**src/rtl/quantum_pkg.sv**
```systemverilog
// quantum_pkg: shared Q16.16 amplitude constants and sequencer state encoding
package quantum_pkg;
  localparam int AMP_W = 32;
  localparam int FRAC = 16;
  localparam logic [AMP_W-1:0] ONE = 32'h0001_0000;
  localparam logic [AMP_W-1:0] INV_SQRT2 = 32'h0000_B505;
  typedef enum logic [1:0] {S_IDLE, S_FETCH, S_WRITE, S_FINISH} state_t;
endpackage

```
**src/rtl/fixed_point_add.sv**
```systemverilog
// fixed_point_add: Q16.16 add/subtract with signed overflow flag
module fixed_point_add
  import quantum_pkg::*;
(
  input  logic [AMP_W-1:0] i_a,
  input  logic [AMP_W-1:0] i_b,
  input  logic             i_sub,
  output logic [AMP_W-1:0] o_sum,
  output logic             o_ovf
);
  logic w_bs;
  assign o_sum = i_sub ? i_a - i_b : i_a + i_b;
  assign w_bs = i_b[AMP_W-1] ^ i_sub;
  assign o_ovf = (i_a[AMP_W-1] == w_bs) && (o_sum[AMP_W-1] != i_a[AMP_W-1]);
endmodule

```
**src/rtl/fixed_point_mult.sv**
```systemverilog
// fixed_point_mult: truncating signed Q16.16 multiply with overflow flag
module fixed_point_mult
  import quantum_pkg::*;
(
  input  logic [AMP_W-1:0] i_a,
  input  logic [AMP_W-1:0] i_b,
  output logic [AMP_W-1:0] o_p,
  output logic             o_ovf
);
  logic [2*AMP_W-1:0] w_full;
  logic [AMP_W-FRAC:0] w_top;
  assign w_full = {{AMP_W{i_a[AMP_W-1]}}, i_a} * {{AMP_W{i_b[AMP_W-1]}}, i_b};
  assign o_p = AMP_W'(w_full >> FRAC);
  assign w_top = w_full[2*AMP_W-1:AMP_W+FRAC-1];
  assign o_ovf = !(&w_top) && (|w_top);
endmodule

```
**src/rtl/hadamard_gate.sv**
```systemverilog
// hadamard_gate: (a+b)/sqrt2 and (a-b)/sqrt2 in Q16.16, overflow from any stage
module hadamard_gate
  import quantum_pkg::*;
(
  input  logic [AMP_W-1:0] i_alpha,
  input  logic [AMP_W-1:0] i_beta,
  output logic [AMP_W-1:0] o_alpha,
  output logic [AMP_W-1:0] o_beta,
  output logic             o_ovf
);
  logic [AMP_W-1:0] w_sum, w_dif;
  logic w_ov_s, w_ov_d, w_ov_a, w_ov_b;
  fixed_point_add u_sum (.i_a(i_alpha), .i_b(i_beta), .i_sub(1'b0), .o_sum(w_sum), .o_ovf(w_ov_s));
  fixed_point_add u_dif (.i_a(i_alpha), .i_b(i_beta), .i_sub(1'b1), .o_sum(w_dif), .o_ovf(w_ov_d));
  fixed_point_mult u_ma (.i_a(w_sum), .i_b(INV_SQRT2), .o_p(o_alpha), .o_ovf(w_ov_a));
  fixed_point_mult u_mb (.i_a(w_dif), .i_b(INV_SQRT2), .o_p(o_beta), .o_ovf(w_ov_b));
  assign o_ovf = w_ov_s | w_ov_d | w_ov_a | w_ov_b;
endmodule

```
**src/rtl/hadamard_sequencer.sv**
```systemverilog
// hadamard_sequencer: applies H to one target qubit over a stored state vector,
// time-sharing a single hadamard_gate across all amplitude pairs.
module hadamard_sequencer
  import quantum_pkg::*;
#(
  parameter int NUM_QUBITS = 2,
  localparam int TGT_W = $clog2(NUM_QUBITS) + 1
) (
  input  logic                  clk,
  input  logic                  rst,
  input  logic                  wr_en,
  input  logic [NUM_QUBITS-1:0] wr_addr,
  input  logic [AMP_W-1:0]      wr_data,
  input  logic [NUM_QUBITS-1:0] rd_addr,
  output logic [AMP_W-1:0]      rd_data,
  input  logic                  start,
  input  logic [TGT_W-1:0]      target,
  output logic                  busy,
  output logic                  done,
  output logic                  err,
  output logic                  overflow
);
  localparam int N_AMP = 1 << NUM_QUBITS;
  localparam int K_W = (NUM_QUBITS > 1) ? NUM_QUBITS - 1 : 1;
  localparam logic [K_W-1:0] K_LAST = K_W'((1 << (NUM_QUBITS - 1)) - 1);
  // target carries a spare bit so out-of-range qubit indices can be flagged
  function automatic logic [NUM_QUBITS-1:0] pair_lo(input logic [K_W-1:0] k, input logic [TGT_W-1:0] t);
    logic [NUM_QUBITS-1:0] kz, m;
    kz = NUM_QUBITS'(k);
    m = (NUM_QUBITS'(1) << t) - NUM_QUBITS'(1);
    return ((kz & ~m) << 1) | (kz & m);
  endfunction
  logic [AMP_W-1:0] r_amp [N_AMP];
  logic [AMP_W-1:0] r_a, r_b;
  logic [K_W-1:0] r_k;
  logic [TGT_W-1:0] r_tgt;
  logic r_err, r_ovf;
  state_t r_state, w_next;
  logic [NUM_QUBITS-1:0] w_i, w_j;
  logic [AMP_W-1:0] w_alpha, w_beta;
  logic w_gov, w_legal;
  hadamard_gate u_gate (.i_alpha(r_a), .i_beta(r_b), .o_alpha(w_alpha), .o_beta(w_beta), .o_ovf(w_gov));
  assign w_legal = target < TGT_W'(NUM_QUBITS);
  assign w_i = pair_lo(r_k, r_tgt);
  assign w_j = w_i | (NUM_QUBITS'(1) << r_tgt);
  always_comb begin
    w_next = (r_state == S_IDLE)  ? (start ? (w_legal ? S_FETCH : S_FINISH) : S_IDLE) :
             (r_state == S_FETCH) ? S_WRITE :
             (r_state == S_WRITE) ? ((r_k == K_LAST) ? S_FINISH : S_FETCH) : S_IDLE;
    busy = (r_state == S_FETCH) || (r_state == S_WRITE);
    done = r_state == S_FINISH;
  end
  always_ff @(posedge clk) begin
    if (rst) begin
      r_state <= S_IDLE;
      r_k <= '0;
      r_tgt <= '0;
      r_a <= '0;
      r_b <= '0;
      r_err <= 1'b0;
      r_ovf <= 1'b0;
      for (int n = 0; n < N_AMP; n++) r_amp[n] <= (n == 0) ? ONE : '0;
    end else begin
      r_state <= w_next;
      if (r_state == S_IDLE && wr_en) r_amp[wr_addr] <= wr_data;
      if (r_state == S_IDLE && start) begin
        r_err <= !w_legal;
        r_ovf <= 1'b0;
        r_tgt <= target;
        r_k <= '0;
      end
      if (r_state == S_FETCH) begin
        r_a <= r_amp[w_i];
        r_b <= r_amp[w_j];
      end
      if (r_state == S_WRITE) begin
        r_amp[w_i] <= w_alpha;
        r_amp[w_j] <= w_beta;
        r_ovf <= r_ovf | w_gov;
        r_k <= r_k + K_W'(1);
      end
    end
  end
  assign rd_data = r_amp[rd_addr];
  assign err = r_err;
  assign overflow = r_ovf;
endmodule

```
**config.mk**
```make
export PLATFORM = sky130hd
export DESIGN_NAME = hadamard_sequencer
export DESIGN_NICKNAME = d
export VERILOG_FILES = /design/src/rtl/quantum_pkg.sv /design/src/rtl/fixed_point_add.sv /design/src/rtl/fixed_point_mult.sv /design/src/rtl/hadamard_gate.sv /design/src/rtl/hadamard_sequencer.sv
export SDC_FILE = /design/constraint.sdc
export NUM_CORES = 2
export LEC_CHECK = 0
export ABC_CLOCK_PERIOD_IN_PS = 16900
export CAP_MARGIN = 15
export CORE_MARGIN = 4
export CORE_UTILIZATION = 60
export DETAILED_ROUTE_END_ITERATION = 12
export GPL_ROUTABILITY_DRIVEN = 1
export GPL_TIMING_DRIVEN = 0
export PLACE_DENSITY = 0.78
export SETUP_SLACK_MARGIN = 0.1
export SLEW_MARGIN = 20
export SYNTH_ARGS = -nofsm -noshare
export SYNTH_HDL_FRONTEND = slang
export SYNTH_SLANG_ARGS = --single-unit
export TNS_END_PERCENT = 20
```
**constraint.sdc**
```tcl
create_clock -name clk -period 16.9 [get_ports clk]
set_input_delay 2.535 -clock clk [delete_from_list [all_inputs] [get_ports clk]]
set_output_delay 2.535 -clock clk [all_outputs]
set_load 0.005 [all_outputs]
```
==> results_dict.tcl <==
set metrics [dict create \
    final_common_cell "inv_1" \
    netlist_area_mm2 0.0295 \
    routed_via_density 6.13 \
    io_pins 78 \
    crit_fanout 7 \
    grt_pass1_wl_um 138000 \
    critPathSlowestCell "xor2_1" \
    synth_warnings 0 \
    first_global_vias 24500 \
    cts_tree "yes" \
    drtIter0Drc 2555 \
    syn_inst 3065 \
    drv_cap 0 \
    rows 81 \
    whs_ns 0.501 \
    nets 4044 \
    initial_core_util 0.606 \
    fin_crit_ns 10.52 \
    dieHeight_um 230 \
    antenna_found_initial 0 \
    tightest_slew_ns 1.24 \
    overflow 0 \
    criticalPathCategory "register to register" \
    cts_buffer_depth 2 \
    root_buffer "clkbuf_16" \
    seq_area_mm2 0.00525 \
    grt_usage 0.338 \
    grt_max_degree 35 \
    cts_resized 0 \
    synth.avg_cell_area_um2 9.63 \
    synthArstFlopShare 0 \
    numCtsBuffers 17 \
    dpl.hpwl_um 73200 \
    min_path_type "register to register" \
    grt_setup_unrepaired "no" \
    startpoint_type "register" \
    firstDrtPassIters 8 \
    htree_levels 4 \
    yosysUniqueCellTypes 86 \
    wire_per_inst_um 23.3 \
    setup_slack_ns 6.38 \
    post_dp_cell_area_mm2 0.0314 \
    outcome "complete, no violations" \
    cp.required_ns 17.22 \
    end_kind "register" \
    nFillCells 3946 \
    slowest_delay_ns 0.84 \
    drive_gt1_frac 0.0462 \
    worst_slew_margin_rel 0.174 \
    min_period_over_period 0.622 \
    finalSetupViolations 0 \
    die_area_mm2 0.0528 \
    mostFrequentLayoutCells "inv_1, ha_1, fa_1" \
    clk_pin_slew_worst_paths_ns 0.08 \
    globalplace.congestion 0.993 \
    finClkSkew_ns 0.0159 \
    final.setup.tns_ns 0 \
    diodes 0 \
    yosysSeqAreaShare 0.178 \
    post_cts_buffers 0 \
    synth-edff-count 128 \
    place_ws_ns 6.68 \
    synth-seq-cells 198 \
    drc 0 \
    via_count 23600 \
    port_buffers 75 \
    ant_nets 0 \
    routed_wl_um 89500 \
    die_w_um 230 \
    insertion_delay_ns 0.45 \
    core_area_mm2 0.0487 \
    clock_sinks 198 \
    worstPathArrival_ns 10.84 \
    holdBufCountCts 0 \
    fmax_mhz 95.1 \
    synth-main-ff-cell "edfxtp_1" \
    synth_nets 3938 \
    final_area_mm2 0.0321 \
    slew_viol_final 0 \
    multi_input_area_mm2 0.0213 \
    hold_viol 0 \
    r2r_slack_ns 6.38 \
    syn_to_final_growth_pct 8.70 \
]
[worst paths after layout]
check	start	end	cells past startpoint
min	r_b[10]	r_b[10]	2
max reg2reg	r_a[0]	overflow	39
min reg2reg	r_b[10]	r_b[10]	2
max	r_a[0]	overflow	39
[logic make-up after synthesis]
family	count (synthesis)	synth area share
adder cells (fa/ha/maj)	831	0.434
buffers and inverters	824	0.105
AO/OA/AOI/OAI	574	0.133
AND/OR/NAND/NOR	428	0.0698
flip-flops	198	0.178
XOR/XNOR	145	0.0447
multiplexers	65	0.0361
[routing by layer]
| metal | up-vias | GRT usage | wire length [µm] |
|---|---|---|---|
| met2 | 1230 | 0.564 | 41800 |
| met1 | 11500 | 0.426 | 34100 |
| met3 | 299 | 0.0549 | 7740 |
| met5 | - | 0 | 0 |
| met4 | 0 | 0.177 | 5870 |
| li1 | 10500 | - | - |
[cell type report]
cell class                 instances  share of cell area
clock inverter                    11             0.00296
sequential                       198               0.163
inverter                         715              0.0836
clock buffer                      21              0.0160
timing repair buffer              87              0.0299
buffer                           109              0.0131
tap                              664              0.0259
multi-input combinational       2043               0.665
[worst max-delay path, delay by kind of cell (launching register included)]
family,cells,cell delay (ns)
AOI/OAI and AO/OA,19,4.23
xor gates and xnor gates,3,1.38
adders and majority gates,9,3.54
buffers and inverters,6,0.34
DFF,1,0.43
muxes,1,0.33
and+or+nand+nor,1,0.15
[state kept, by name, indices dropped and copies added (netlist names)]
register	cells
r_tgt	2
r_b	32
overflow	1
r_k	1
r_amp	128
r_a	32
r_state	2
[metrics by stage]
step,utilization,std cells
after detailed placement,0.644,3814
after global routing,0.658,3848
after floorplan,-,3065
after global placement,0.638,3804
final,0.658,3848
after CTS,0.657,3846
[synthesized netlist by cell type (9+ instances only)]
library cell  number  area share
xnor2_1           82       0.024
mux2i_1           29      0.0098
nor2b_1           13      0.0028
a221oi_1          64       0.019
nand2b_1          23      0.0049
nand2_1          101       0.013
ha_1             511        0.22
a21oi_1          112       0.019
inv_1            711       0.090
o21ai_1           17      0.0029
o211ai_1           9      0.0023
nor2_1           122       0.016
a22oi_1           58       0.015
nand3_1           25      0.0042
a21o_1            50       0.013
nand4_1           11      0.0023
o21a_1            12      0.0031
o22ai_1           92       0.019
mux4_2            33       0.025
xor2_1            59       0.018
o31ai_1            9      0.0023
o21ai_0           70       0.012
clkbuf_1          94       0.012
fa_1             320        0.22
dfxtp_1           70       0.047
o21bai_1          14      0.0036
edfxtp_1         128        0.13
nor3_1            85       0.014
Power is left out: the tool's default activity adds up to more than one toggle a clock period on the data nets, which glitch-free logic cannot reach.
